## src/rtl/dbp_dbx_dec.sv

```systemverilog
// Delta-bitplane decoder: rebuilds BLOCK_SIZE words from a base plus DATA_W+1 delta bitplanes.
// Optional overflow detection on err_o is compiled in with `define EBPC_DEC_OVF_CHECK_EN.

package ebpc_pkg;
  parameter int unsigned DATA_W     = 8;
  parameter int unsigned BLOCK_SIZE = 8;
  parameter int unsigned CNT_W      = $clog2(BLOCK_SIZE);

  // dbp[0] is the MSB (sign) plane; bit BLOCK_SIZE-2 of each plane belongs to delta 1.
  typedef struct packed {
    logic [DATA_W-1:0]               base;
    logic [0:DATA_W][BLOCK_SIZE-2:0] dbp;
  } dbp_block_t;
endpackage

module dbp_dbx_dec
  import ebpc_pkg::*;
(
  input  logic              clk_i,
  input  logic              rst_ni,
  input  dbp_block_t        dbp_block_i,
  input  logic              vld_i,
  output logic              rdy_o,
  input  logic              flush_i,
  output logic [DATA_W-1:0] data_o,
  output logic              vld_o,
  input  logic              rdy_i,
  output logic              last_o,
  output logic              flush_o,
  output logic              idle_o,
  output logic              err_o
);

  typedef enum logic [1:0] {
    S_IDLE  = 2'b00,
    S_DRAIN = 2'b01
  } state_e;

  state_e            state_q, state_d;
  logic [CNT_W-1:0]  cnt_q, cnt_d, cnt_nxt;
  logic [DATA_W-1:0] data_q, data_d;
  dbp_block_t        blk_q, blk_d;
  logic              vld_q, vld_d;
  logic              last_q, last_d;
  logic [DATA_W:0]   delta_tab [BLOCK_SIZE];
  logic [DATA_W:0]   delta_sel;
  logic [DATA_W:0]   sum;
  logic              at_last;

  // Transpose the latched bitplanes into one signed delta per word slot.
  assign delta_tab[0] = '0;
  for (genvar k = 1; k < BLOCK_SIZE; k++) begin : g_delta
    for (genvar j = 0; j <= DATA_W; j++) begin : g_bit
      assign delta_tab[k][DATA_W-j] = blk_q.dbp[j][BLOCK_SIZE-1-k];
    end
  end

  assign cnt_nxt   = cnt_q + CNT_W'(1);
  assign delta_sel = delta_tab[cnt_nxt];
  // Sign-extend the previous word so the add matches the encoder's DATA_W+1-bit differences.
  assign sum       = {data_q[DATA_W-1], data_q} + delta_sel;
  assign at_last   = (cnt_q == CNT_W'(BLOCK_SIZE - 1));

`ifdef EBPC_DEC_OVF_CHECK_EN
  logic err_q, err_d;
  logic ovf;
  // The sum leaves the signed DATA_W range exactly when its top two bits disagree.
  assign ovf   = sum[DATA_W] ^ sum[DATA_W-1];
  assign err_o = err_q;
`else
  logic unused_sum_msb;
  assign unused_sum_msb = sum[DATA_W];
  assign err_o          = 1'b0;
`endif

  // NOTE: every signal written here gets a default first, so no path can infer a latch.
  always_comb begin
    state_d = state_q;
    cnt_d   = cnt_q;
    data_d  = data_q;
    blk_d   = blk_q;
    vld_d   = vld_q;
    last_d  = last_q;
    rdy_o   = 1'b0;
    idle_o  = 1'b0;
    flush_o = 1'b0;
`ifdef EBPC_DEC_OVF_CHECK_EN
    err_d   = err_q;
`endif

    unique case (state_q)
      S_IDLE: begin
        rdy_o   = 1'b1;
        idle_o  = !vld_i;
        flush_o = flush_i & !vld_i;
        vld_d   = 1'b0;
        last_d  = 1'b0;
        if (vld_i) begin
          blk_d   = dbp_block_i;
          data_d  = dbp_block_i.base;
          cnt_d   = '0;
          vld_d   = 1'b1;
          state_d = S_DRAIN;
`ifdef EBPC_DEC_OVF_CHECK_EN
          err_d   = 1'b0;
`endif
        end
      end

      S_DRAIN: begin
        if (rdy_i && !at_last) begin
          data_d = sum[DATA_W-1:0];
          cnt_d  = cnt_nxt;
          last_d = (cnt_nxt == CNT_W'(BLOCK_SIZE - 1));
`ifdef EBPC_DEC_OVF_CHECK_EN
          if (ovf) err_d = 1'b1;
`endif
        end else if (rdy_i) begin
          // Last word leaves this cycle, so a waiting block is taken with no bubble.
          rdy_o = 1'b1;
          if (vld_i) begin
            blk_d  = dbp_block_i;
            data_d = dbp_block_i.base;
            cnt_d  = '0;
            last_d = 1'b0;
`ifdef EBPC_DEC_OVF_CHECK_EN
            err_d  = 1'b0;
`endif
          end else begin
            vld_d   = 1'b0;
            last_d  = 1'b0;
            state_d = S_IDLE;
          end
        end
      end

      default: begin
        vld_d   = 1'b0;
        last_d  = 1'b0;
        state_d = S_IDLE;
      end
    endcase
  end

  // NOTE: sequential state uses non-blocking assignments so every register samples pre-edge values.
  always_ff @(posedge clk_i or negedge rst_ni) begin
    if (!rst_ni) begin
      state_q <= S_IDLE;
      cnt_q   <= '0;
      data_q  <= '0;
      // NOTE: the block register is a plain flop bank, not a memory, so clearing it on reset is cheap.
      blk_q   <= '0;
      vld_q   <= 1'b0;
      last_q  <= 1'b0;
    end else begin
      state_q <= state_d;
      cnt_q   <= cnt_d;
      data_q  <= data_d;
      blk_q   <= blk_d;
      vld_q   <= vld_d;
      last_q  <= last_d;
    end
  end

`ifdef EBPC_DEC_OVF_CHECK_EN
  always_ff @(posedge clk_i or negedge rst_ni) begin
    if (!rst_ni) err_q <= 1'b0;
    else         err_q <= err_d;
  end
`endif

  assign data_o = data_q;
  assign vld_o  = vld_q;
  assign last_o = last_q;

endmodule

```

## config.mk

```make
export PLATFORM = sky130hd
export DESIGN_NAME = dbp_dbx_dec
export DESIGN_NICKNAME = d
export VERILOG_FILES = /design/src/rtl/dbp_dbx_dec.sv
export SDC_FILE = /design/constraint.sdc
export NUM_CORES = 1
export LEC_CHECK = 0
export CAP_MARGIN = 15
export CORE_ASPECT_RATIO = 1.2
export CORE_MARGIN = 3
export CORE_UTILIZATION = 53
export DETAILED_ROUTE_END_ITERATION = 10
export GPL_TIMING_DRIVEN = 0
export PLACE_DENSITY = 0.82
export SYNTH_ARGS = -nofsm -noshare
export SYNTH_HDL_FRONTEND = slang
export SYNTH_SLANG_ARGS = --single-unit
```

## constraint.sdc

```tcl
create_clock -name clk_i -period 8.7 [get_ports clk_i]
set_clock_uncertainty 0.2 [all_clocks]
set_input_delay 2.175 -clock clk_i [delete_from_list [all_inputs] [get_ports clk_i]]
set_output_delay 2.175 -clock clk_i [all_outputs]
set_load 0.005 [all_outputs]
```

==> results.txt <==
The run finished with clean final reports. IR analysis of the VDD net gives a maximum drop of 0.0002238 V. In the final layout, flip-flops and latches occupy roughly 1800 um^2.

The global-route wire length before repair is 12360 um. The post-synthesis register bit count came out at 70. In the detailed route, the total length drawn on met2 is 4024 um. The arrival time at the worst endpoint came out at 3.62 ns. The die is 80.70 um wide.

The number of max-slew violations in the final report came out at 0. STA classifies the critical path endpoint as a primary output. The maximum fanout along the worst path is 9. The minimum period implied by the final worst setup slack is 5.990 ns.

Post-CTS timing repair inserted 0 buffers for setup. Routability-driven placement finished with a final weighted congestion of 0.8086. TritonCTS built the clock tree.

The clock net sink count came out at 70. The summed instance area of the synthesized netlist is 3548 um^2. The netlist uses 40 different library cells.

The count of placed standard cells including taps is ~450. Wires add up to around 7600 um. The power density of the placed cells came out at ~400 nW/um^2. Of the synthesized area, sequential elements account for 49.37%. The aggregate negative setup slack came out at 0 ns.

The number of antenna violations at the first check in global routing was 0. The number of hold-slack violations in the final timing report came out at 0. The worst-margin pin slew came out at 0.8648 ns. The wire length per cell came out at 16.28 um. Leaving out fill and tap cells, the most frequent cell in the layout is sky130_fd_sc_hd__clkdlybuf4s50_1. The starting density of the core is 55.05%. Counting the buffers created by CTS gives 9. The remaining global-route overflow is 0.

The number of inserted filler cells in the final layout is 454. The max-cap violation count came out at 0. The core area came out at 6446 um^2. The Yosys step of the flow raised 0 warnings. After clock tree synthesis, the clock-pin slew on the worst setup and hold paths is about 0.07 ns.

The number of nets produced by synthesis is 373. The total via count in the routed design is 2530. The number of antenna-violating nets in the routed design came out at 0. The diode insertion count for antenna repair is 0. The relative max-transition margin is 42.35%.

The final net count came out at 465. The share of cells above drive strength 1 came out at 23.42%. The path class of the tightest hold or removal check is reg -> reg. From bottom edge to top edge, the die measures 95.64 um. The number of core rows came out at 32. The detailed router finished its first iteration with 66 violations. The placed wire-length estimate came out at between 5000 and 6000 um.

The number of gates resized after CTS was 0. Setup repair after global routing left no endpoint under its margin. The count of TritonRoute iterations in the first routing pass came out at 4. The cell count after synthesis is 283. The area of the die is 7717 um^2. Using the TritonRoute via totals, the vias-per-cell ratio works out to 5.441. The layout overhead on the synthesized area is 31.14%. After detailed routing, the met3 layer carries 336 um of wire.

The largest net degree at the start of global routing came out at 71. The critical path in this run is classified as in -> out. The sum of routed wire segments on met1 came out at 3075 um. The library cells used most frequently in the layout, excluding fill and tap cells, are sky130_fd_sc_hd__clkdlybuf4s50_1 (80), sky130_fd_sc_hd__dfrtp_1 (70), sky130_fd_sc_hd__mux2_2 (58), sky130_fd_sc_hd__nor2_1 (18), sky130_fd_sc_hd__a21oi_1 (18). The top routing layer in use is met4. After clock tree synthesis, the flow added hold-fix buffers numbering 0. The total I/O pin count is 90. The root buffer selected by CTS is sky130_fd_sc_hd__clkbuf_8. The static leakage is 0.002040 uW. The number of global-route vias before repair came out at about 2600. Dividing the synthesized area by the synthesized cell count gives 12.54 um^2. The clock latency reported for the late side of the worst-skew pair came out at approximately 0.34 ns. The number of port buffers came out at a little over 80.

The upper clock frequency limit is 166.9 MHz. The required time of the worst setup path came out at 6.33 ns. The number of H-tree branching levels came out at 3. The DRC violations left is 0. The worst setup path is launched from an input port. The combined area of the multi-input logic cells is 1680 um^2. The number of cells in the finished layout apart from fillers came out at 465. Setup violations remaining at the end of the flow were counted as 0.

The global router's overall resource usage is 21.38%. The share of the clock period used by the worst path is 68.85%. The maximum count of clock buffers along a single path is 2.
==> per-layer routing <==
layer | track usage (%) | vias to the layer above
met5 | 0 | -
met4 | 7.887 | 0
met3 | 4.537 | 12
met2 | 37.71 | 68
met1 | 25.59 | 1247
li1 | - | 1203
==> where the power goes <==
part	leakage [uW]	switching (uW)	internal (uW)
combinational	0.00111	476	556
clock	0.0000883	123	131
sequential	0.000839	89.2	494
total	0.00204	688	1180
==> cell families (layout without fill, tap and decap cells) <==
group | count (synthesis) | after routing | synth area share [%]
adders and majority gates | 14 | 14 | 5.148
and+or+nand+nor | 47 | 47 | 6.171
other | 1 | 1 | 0.1057
muxes | 77 | 77 | 27.05
DFF | 70 | 70 | 49.37
buffers and inverters | 23 | 120 | 3.279
xor gates and xnor gates | 5 | 5 | 1.234
AOI/OAI and AO/OA | 46 | 46 | 7.652
==> cells in the mapped netlist, drive strengths merged <==
| cell type | n | area share, % |
|---|---|---|
| dfrtp | 70 | 49 |
| mux2 | 59 | 19 |
| a21oi | 18 | 2.5 |
| nor2 | 18 | 1.9 |
| nand2 | 15 | 1.6 |
| o21ai | 14 | 2.0 |
| ha | 13 | 4.6 |
| mux2i | 10 | 2.8 |
| clkbuf | 8 | 0.85 |
| inv | 8 | 0.85 |
| mux4 | 8 | 5.4 |
| buf | 7 | 1.6 |
| nor2b | 4 | 0.92 |
| xnor2 | 3 | 0.74 |
| a21o | 2 | 0.42 |
| a31oi | 2 | 0.35 |
| nand2b | 2 | 0.35 |
| nand3 | 2 | 0.28 |
| o221ai | 2 | 0.49 |
| o22ai | 2 | 0.35 |
| xor2 | 2 | 0.49 |
| a21boi | 1 | 0.21 |
| a221oi | 1 | 0.42 |
| a32oi | 1 | 0.25 |
| and2 | 1 | 0.18 |
| and3 | 1 | 0.18 |
| conb | 1 | 0.11 |
| fa | 1 | 0.56 |
| nand4b | 1 | 0.25 |
| nor3 | 1 | 0.14 |
| nor3b | 1 | 0.21 |
| o21a | 1 | 0.21 |
| o21bai | 1 | 0.21 |
| o31ai | 1 | 0.21 |
| or3 | 1 | 0.18 |
==> cell type report <==
class                      count  share of cell area, %
buffer                        15                  1.855
clock buffer                  10                  2.743
clock inverter                 6                  1.344
inverter                       8                 0.6453
multi-input combinational    190                  36.11
sequential                    70                  37.64
tap                           85                  2.286
timing repair buffer          81                  17.37
==> stage by stage <==
step,util [%],hold WS [ns],instance area (um^2),worst slack [ns],total power [uW]
2_1_floorplan,-,0.2563,3548,3.921,1340
4_1_cts,72.19,0.3030,4653,2.718,1884
3_3_place_gp,69.27,0.2743,4466,2.736,1576
3_5_place_dp,69.24,0.2873,4463,2.720,1626
6_report,72.19,0.2983,4653,2.710,1869
5_1_grt,72.19,0.3170,4653,2.639,2024
==> worst max-delay path, stage by stage <==
cell and delay, ns:
sky130_fd_sc_hd__clkdlybuf4s50_1 0.66, sky130_fd_sc_hd__inv_1 0.13, sky130_fd_sc_hd__ha_1 0.21, sky130_fd_sc_hd__clkdlybuf4s50_1 0.43
==> final timing paths <==
kind                            startpoint        end  slack [ns]  cells past startpoint
worst min-delay path             blk_q[15]  blk_q[15]        0.30                      1
max in group asynchronous           rst_ni  data_o[2]        5.99                      1
min in group asynchronous           rst_ni      vld_o        1.73                      1
worst max-delay path                 vld_i     idle_o        2.71                      4
worst max register to register    cnt_q[0]  data_o[6]        4.69                     17
worst min register to register   blk_q[15]  blk_q[15]        0.30                      1
==> flip-flops by register name (all words and copies together) (netlist names) <==
signal / cells
blk_q: 56
data_o: 8
cnt_q: 3
last_o: 1
state_q: 1
vld_o: 1
Power figures use the tool's default switching activity.
